--- config.mk ---
export PLATFORM = sky130hd
export DESIGN_NAME = fib_seq_engine
export DESIGN_NICKNAME = d
export VERILOG_FILES = /design/src/rtl/fib_pkg.sv /design/src/rtl/fib_seq_dp.sv /design/src/rtl/fib_seq_engine.sv
export SDC_FILE = /design/constraint.sdc
export NUM_CORES = 1
export LEC_CHECK = 0
export BUFFER_PORTS_ARGS = -buffer_cell sky130_fd_sc_hd__buf_2
export CORE_ASPECT_RATIO = 1.25
export CORE_MARGIN = 2
export CORE_UTILIZATION = 60
export CTS_CLUSTER_DIAMETER = 50
export DETAILED_ROUTE_END_ITERATION = 10
export PLACE_DENSITY = 0.79
export SYNTH_ARGS = -nofsm -noshare
export SYNTH_HDL_FRONTEND = slang
export SYNTH_HIERARCHICAL = 1
export SYNTH_SLANG_ARGS = --single-unit
--- constraint.sdc ---
create_clock -name clk -period 2.7 [get_ports clk]
set_input_delay 0.135 -clock clk [delete_from_list [all_inputs] [get_ports clk]]
set_output_delay 0.135 -clock clk [all_outputs]
set_load 0.05 [all_outputs]
--- src/rtl/fib_pkg.sv ---
// Shared encodings and seed constants for the Fibonacci/Lucas sequence engine.
package fib_pkg;

    typedef enum logic [1:0] {
        IDLE = 2'b00,
        CALC = 2'b01,
        DONE = 2'b10
    } state_t;

    localparam logic MODE_FIB = 1'b0;
    localparam logic MODE_LUC = 1'b1;

    localparam int unsigned FIB_S0 = 0;
    localparam int unsigned FIB_S1 = 1;
    localparam int unsigned LUC_S0 = 2;
    localparam int unsigned LUC_S1 = 1;

    function automatic int unsigned seed0(input logic mode);
        return (mode == MODE_FIB) ? FIB_S0 : LUC_S0;
    endfunction

    function automatic int unsigned seed1(input logic mode);
        return (mode == MODE_LUC) ? LUC_S1 : FIB_S1;
    endfunction

endpackage

--- src/rtl/fib_seq_dp.sv ---
// Datapath for the sequence engine: term pair a/b, iteration counter and
// sticky per-register overflow tracking.
module fib_seq_dp
    import fib_pkg::*;
#(
    parameter int unsigned W  = 32,
    parameter int unsigned NW = 8
) (
    input  logic          clk,
    input  logic          rst,
    input  logic          load,
    input  logic          step,
    input  logic          mode,
    input  logic [NW-1:0] n,
    output logic [W-1:0]  b,
    output logic          b_ovf,
    output logic          last
);

    logic [W-1:0]  a;
    logic          a_ovf;
    logic [NW-1:0] cnt;
    logic [W:0]    sum;

    always_comb begin
        sum = {1'b0, a} + {1'b0, b};
    end

    // The exit compare is on 1 rather than 0 so the full index range never wraps cnt.
    assign last = (cnt == NW'(1));

    always_ff @(posedge clk) begin
        if (rst) begin
            a     <= '0;
            b     <= '0;
            cnt   <= '0;
            a_ovf <= 1'b0;
            b_ovf <= 1'b0;
        end else if (load) begin
            a     <= W'(seed0(mode));
            b     <= W'(seed1(mode));
            cnt   <= n;
            a_ovf <= 1'b0;
            b_ovf <= 1'b0;
        end else if (step) begin
            a     <= b;
            b     <= sum[W-1:0];
            cnt   <= cnt - NW'(1);
            a_ovf <= b_ovf;
            b_ovf <= a_ovf | b_ovf | sum[W];
        end
    end

endmodule

--- src/rtl/fib_seq_engine.sv ---
// Fibonacci/Lucas term engine: control FSM, result registers and status decode
// around the fib_seq_dp datapath.
module fib_seq_engine
    import fib_pkg::*;
#(
    parameter int unsigned W  = 32,
    parameter int unsigned NW = 8
) (
    input  logic          clk,
    input  logic          rst,
    input  logic          st,
    input  logic          mode,
    input  logic [NW-1:0] n,
    output logic [W-1:0]  fn,
    output logic          ovf,
    output logic          busy,
    output logic          done
);

    state_t       state;
    logic         load;
    logic         step;
    logic         last;
    logic [W-1:0] b;
    logic         b_ovf;

    always_comb begin
        load = 1'b0;
        step = 1'b0;
        case (state)
            CALC:    step = 1'b1;
            DONE:    ;
            default: load = st;
        endcase
    end

    fib_seq_dp #(
        .W  (W),
        .NW (NW)
    ) u_dp (
        .clk   (clk),
        .rst   (rst),
        .load  (load),
        .step  (step),
        .mode  (mode),
        .n     (n),
        .b     (b),
        .b_ovf (b_ovf),
        .last  (last)
    );

    always_ff @(posedge clk) begin
        if (rst) begin
            state <= IDLE;
            fn    <= '0;
            ovf   <= 1'b0;
            busy  <= 1'b0;
            done  <= 1'b0;
        end else begin
            case (state)
                CALC: begin
                    busy <= 1'b1;
                    if (last) begin
                        fn    <= b;
                        ovf   <= b_ovf;
                        done  <= 1'b1;
                        state <= DONE;
                    end
                end
                DONE: begin
                    busy  <= 1'b0;
                    done  <= 1'b0;
                    state <= IDLE;
                end
                default: begin
                    // Unused encodings behave as IDLE.
                    busy  <= st;
                    done  <= 1'b0;
                    state <= IDLE;
                    if (st) begin
                        if (n == '0) begin
                            fn    <= W'(seed0(mode));
                            ovf   <= 1'b0;
                            done  <= 1'b1;
                            state <= DONE;
                        end else begin
                            state <= CALC;
                        end
                    end
                end
            endcase
        end
    end

endmodule

=== Word-level counts from Yosys, hierarchy flattened ===
Cells that the tools add are included.

* Multiplexer cells: 26
* Bitwise gates (word level): 3
* Equality and inequality tests: 4
* Add/subtract/negate cells: 2
* Reduce and logical (&&, ||, !) cells: 7

{| class="wikitable"
|+ Operators by type and width
! kind !! count
|-
| $mux W32 || 5
|-
| $pmux W32 S2 || 1
|-
| $add A32 B32 Y33 || 1
|-
| $mux W8 || 2
|-
| $mux W1 || 10
|-
| $eq A8 B1 Y1 const B || 1
|-
| $logic_not A8 Y1 || 1
|-
| $mux W2 || 4
|-
| $sub A8 B1 Y8 const B || 1
|-
| $pmux W1 S2 || 3
|-
| $reduce_bool A2 Y1 || 3
|-
| $pmux W2 S2 || 1
|-
| $reduce_and A4 Y1 || 1
|-
| $reduce_or A2 Y1 || 2
|-
| $eq A2 B1 Y1 const B || 1
|-
| $eq A2 B2 Y1 const B || 1
|-
| $ne A2 B2 Y1 const B || 1
|-
| $or A1 B1 Y1 || 2
|-
| $not A1 Y1 || 1
|}

* Word-level logic and storage cells: 53
* Register bits: 111

=== Logic depth before layout (Yosys ltp) ===
* Word-level depth: 4
* Depth in mapped cells: 10

=== By module ===
The synthesis kept the hierarchy.

{| class="wikitable"
|+ By module, submodules not included
! module !! instances !! cells each !! area each (um2)
|-
| fib_seq_dp || 1 || 546 || 4460.5
|-
| fib_seq_engine || 1 || 108 || 1347.5
|}

=== Least setup slack after synthesis ===
OpenSTA, ideal clock, no wires.

* Path kind: reg-to-reg
* Start point: register u_dp.cnt[2]
* End point: register fn[29]
* Arrival time: 2.369 ns
* Path buffers: 1
* Period minus slack after synthesis: 2.485 ns
* Stages on the path, launching flop included: 7
* Data required time: 2.584 ns
* Slack: 0.215 ns
* Cells stage by stage: dfxtp_1 -> or4_1 -> nor4b_1 -> and3b_4 -> a311oi_4 -> buf_6 -> a22o_4

* Longest elaborated chain between the ends: 3

{| class="wikitable"
|+ RTL lines
! element !! line !! RTL
|-
| start: declaration || fib_seq_dp.sv:22 || <nowiki>logic [NW-1:0] cnt;</nowiki>
|-
| start signal: assignment || fib_seq_dp.sv:42 || <nowiki>cnt <= n;</nowiki>
|-
| start signal: assignment || fib_seq_dp.sv:48 || <nowiki>cnt <= cnt - NW'(1);</nowiki>
|-
| $eq A8 B1 Y1 || fib_seq_dp.sv:30 || <nowiki>assign last = (cnt == NW'(1));</nowiki>
|-
| named net last || fib_seq_engine.sv:23 || <nowiki>logic last;</nowiki>
|-
| $ne A2 B2 Y1 (no line) || -- ||
|-
| $reduce_and A4 Y1 (no line) || -- ||
|-
| end signal: assignment || fib_seq_engine.sv:82 || <nowiki>fn <= W'(seed0(mode));</nowiki>
|-
| end: declaration || fib_seq_engine.sv:14 || <nowiki>output logic [W-1:0] fn,</nowiki>
|}

The timed path passes the listed nets, and every way through them passes these cells.
A chain may end at the register's enable or synchronous reset.

=== Final worst setup path ===
* Start point: register u_dp.b[8]
* End point: register u_dp.b[15]

* Longest elaborated chain between the ends: 1

{| class="wikitable"
|+ RTL lines
! element !! line !! RTL
|-
| start: declaration || fib_seq_dp.sv:15 || <nowiki>output logic [W-1:0] b,</nowiki>
|-
| start signal: assignment || fib_seq_dp.sv:41 || <nowiki>b <= W'(seed1(mode));</nowiki>
|-
| start signal: assignment || fib_seq_dp.sv:47 || <nowiki>b <= sum[W-1:0];</nowiki>
|-
| $add A32 B32 Y33 || fib_seq_dp.sv:26 || <nowiki>sum = {1'b0, a} + {1'b0, b};</nowiki>
|}

No other way between the ends.

==> results.yml <==
run_status:
  status: "finished clean"
power:
  seqPwrFrac: 0.513
  p_leak_nw: 2.70
  p_sw_mw: 0.781
  combinationalPowerShare: 0.086
  powerDensity_mw_per_mm2: 498
  peakVddDrop_v: 0.000414
  switching_share: 0.241
  power_frac_clock: 0.401
  p_int_mw: 2.46
clock_tree:
  numCtsBuffers: 9
  cts.reportedPaths.clkPinSlew_ns: 0.07
  cts_sinks: 110
  cts_resized: 0
  cts_setup_buffers: 0
  postCtsHoldBufs: 0
  cts_root_buffer: "clkbuf_16"
  h-tree-depth: 3
  clk_latency_ns: 0.35
  cts_max_path_buffers: 2
  cts_tree: "yes"
floorplanning:
  dieWidth_um: 92
  design.die.area_mm2: 0.0105
  die_y_um: 114
  ios: 47
  fp.coreArea_mm2: 0.00951
  rows: 40
  start_util: 0.611
cells_and_area:
  syn_to_final_growth_pct: 12.1
  diodes: 0
  utilization: 0.685
  final_cells: 825
  layout_commonest_cell: "dfxtp_1"
  nets: 743
  final_cell_mix: "dfxtp_1 (109), nor2_1 (84), a21oi_1 (53)"
  drive_gt1_frac: 0.150
place:
  dp_hpwl_um: 9720
  dp_cells: 809
  port_buffers: 46
  globalplace.congestion: 0.919
sta:
  tns_ns: 0
  finalCriticalPeriod_ns: 2.58
  hold_violations: 0
  fmax_ghz: 0.388
  maxSlewHeadroom: 0.362
  fin_skew_ns: 0.00782
  slew_violations: 0
  tightest_slew_ns: 0.957
  period_share: 0.954
  setup_violations: 0
  grt_setup_unrepaired: "false"
logic_synthesis:
  synth_seq_area_share: 0.379
  synthXorXnorAreaFrac: 0.0347
  muxShareOfSynthArea: 0.0707
  synth-simple-area-share: 0.174
  synth.yosys.warnings: 6
  synth-compound-area-share: 0.223
  synth.avg_cell_area_um2: 8.88
  synth_fa_ha_area_frac: 0.0810
  synthArstFlopShare: 0
  synth_edf_count: 0
  synth_top_family_by_area: "compound AO/OA/AOI/OAI gates"
  ys_types: 63
  synth-main-ff-cell: "dfxtp_1"
  synth_nets: 703
  ys_seq_elements: 110
  syn_inst: 654
  syn_area_mm2: 0.00581
worst_setup_path:
  start_kind: "flip-flop"
  crit_arrival_ns: 2.82
  startpoint: "u_dp/b[8]"
  rr_startpoint: "u_dp/b[8]"
  worst-path-max-fanout: 4
  worstSetupPathType: "flip-flop to flip-flop"
  r2r_cells: 10
  end_kind: "flip-flop"
  critPathCapture: "u_dp/b[15]"
  rr_endpoint: "u_dp/b[15]"
  cp_data_required_time_ns: 2.94
  r2r_slack_ns: 0.12
global_routing:
  grt_pass1_vias: 4791
  grt_pass1_wl_um: 22200
  overflow: 0
  grt_max_degree: 55
  globalRouteTotalUtil: 0.265
  antenna_found_initial: 0
detailed_routing:
  drc: 0
  dr.pass1.iters: 5
  wirelength_um: 13700
  vias: 5039
  avgViaCountPerCell: 6.11
  ant_nets: 0
  detail_route.wl_per_cell_um: 16.6
  drt_iter0_markers: 325
job:
  drv_cap: 0
min_path:
  hp-class: "input pin to flip-flop"
## worst min-delay path by stage
stage	slack, ns	cells past startpoint	end	from
detailed placement	0.41	3	u_dp/a[1]	mode
global route	0.08	3	u_dp/cnt[3]	n[3]
CTS	0.06	3	u_dp/cnt[0]	n[0]
global placement	0.40	3	u_dp/a[1]	mode
floorplan	0.28	2	u_dp/a[1]	mode
finish	0.07	3	u_dp/cnt[0]	n[0]
## registers in the layout, summed over array words and instances, names as in the netlist
name and cells:
ovf 1, u_dp/b_ovf 1, u_dp/a 32, u_dp/a_ovf 1, done 1, u_dp/b 32, u_dp/cnt 8, busy 1
state 1, fn 32
## routing by layer
| metal | global-route usage | share of wire | vias to the layer above |
|---|---|---|---|
| met5 | 0 | 0 | - |
| met4 | 0.150 | 0.039 | 0 |
| met3 | 0.0350 | 0.039 | 38 |
| met2 | 0.471 | 0.51 | 161 |
| met1 | 0.305 | 0.41 | 2374 |
| li1 | - | - | 2466 |
## critical path, stage by stage (launching register included)
cell	delay [ns]
dfxtp_1	0.34
ha_1	0.32
buf_4	0.17
a21oi_1	0.21
o211ai_1	0.16
o211ai_1	0.15
o21ai_0	0.22
a211oi_2	0.37
o21ba_2	0.19
nor2b_1	0.05
o31ai_1	0.28
## stage by stage
step	power (mW)	worst slack [ns]	instance area, µm²	hold WS [ns]
3_5_place_dp	1.97	0.0952	6180	0.412
4_1_cts	3.25	0.0924	6460	0.0648
6_report	3.24	0.125	6510	0.0701
2_1_floorplan	1.90	0.215	5810	0.278
5_1_grt	3.35	0.00354	6510	0.0841
3_3_place_gp	1.96	0.171	6180	0.404
## cell families (layout without fill, tap and decap cells)
kind of cell,count (synthesis),in the layout
AND/OR/NAND/NOR,208,208
flip-flops,110,110
buffers and inverters,49,94
XOR/XNOR,23,23
adder cells (fa/ha/maj),37,37
multiplexers,41,41
AO/OA/AOI/OAI,186,186
## final cells by class
| cell class | instances | area (µm²) |
|---|---|---|
| multi-input cells | 495 | 3460 |
| fillers | 757 | 3000 |
| flip-flops and latches | 110 | 2200 |
| repair buffers | 62 | 350 |
| clock buffers | 12 | 236 |
| well taps | 126 | 158 |
| inverters | 16 | 60.1 |
| clock inverters | 4 | 47.5 |
## Yosys cell counts, drive strengths merged, types with 2 or more instances
cell | number | area [µm²]
or3 | 4 | 25.0
a2111o | 2 | 22.5
a311oi | 2 | 35.0
nand2b | 2 | 12.5
a31oi | 5 | 31.3
o22ai | 9 | 56.3
mux2i | 41 | 410
nand4 | 8 | 50.1
a22o | 32 | 292
or4 | 2 | 15.0
a211o | 4 | 36.3
o211ai | 10 | 75.1
inv | 16 | 60.1
o31ai | 4 | 30.0
and3b | 2 | 21.3
nor2b | 7 | 43.8
xnor2 | 16 | 140
o21ba | 2 | 20.0
o21bai | 5 | 37.5
or2 | 6 | 37.5
o21ai | 24 | 124
and2 | 3 | 18.8
a21oi | 53 | 265
nor4b | 2 | 17.5
xor2 | 7 | 61.3
nor4 | 4 | 55.1
nand2 | 44 | 165
nand4b | 2 | 17.5
a21o | 14 | 105
a211oi | 10 | 75.1
and3 | 4 | 25.0
ha | 36 | 450
buf | 14 | 86.3
clkbuf | 19 | 71.3
dfxtp | 110 | 2200
nand3 | 15 | 75.1
nor2 | 84 | 315
nor3 | 14 | 70.1
## power by group through the flow
stage                     clock network, mW  logic [mW]  registers [mW]
final                                  1.30       0.279            1.66
after global placement                    0       0.266            1.70
after detailed placement                  0       0.274            1.70
after global routing                   1.38       0.306            1.67
after floorplan                           0       0.200            1.70
after CTS                              1.31       0.276            1.66
Note: power is estimated with default switching activity, not from simulation.
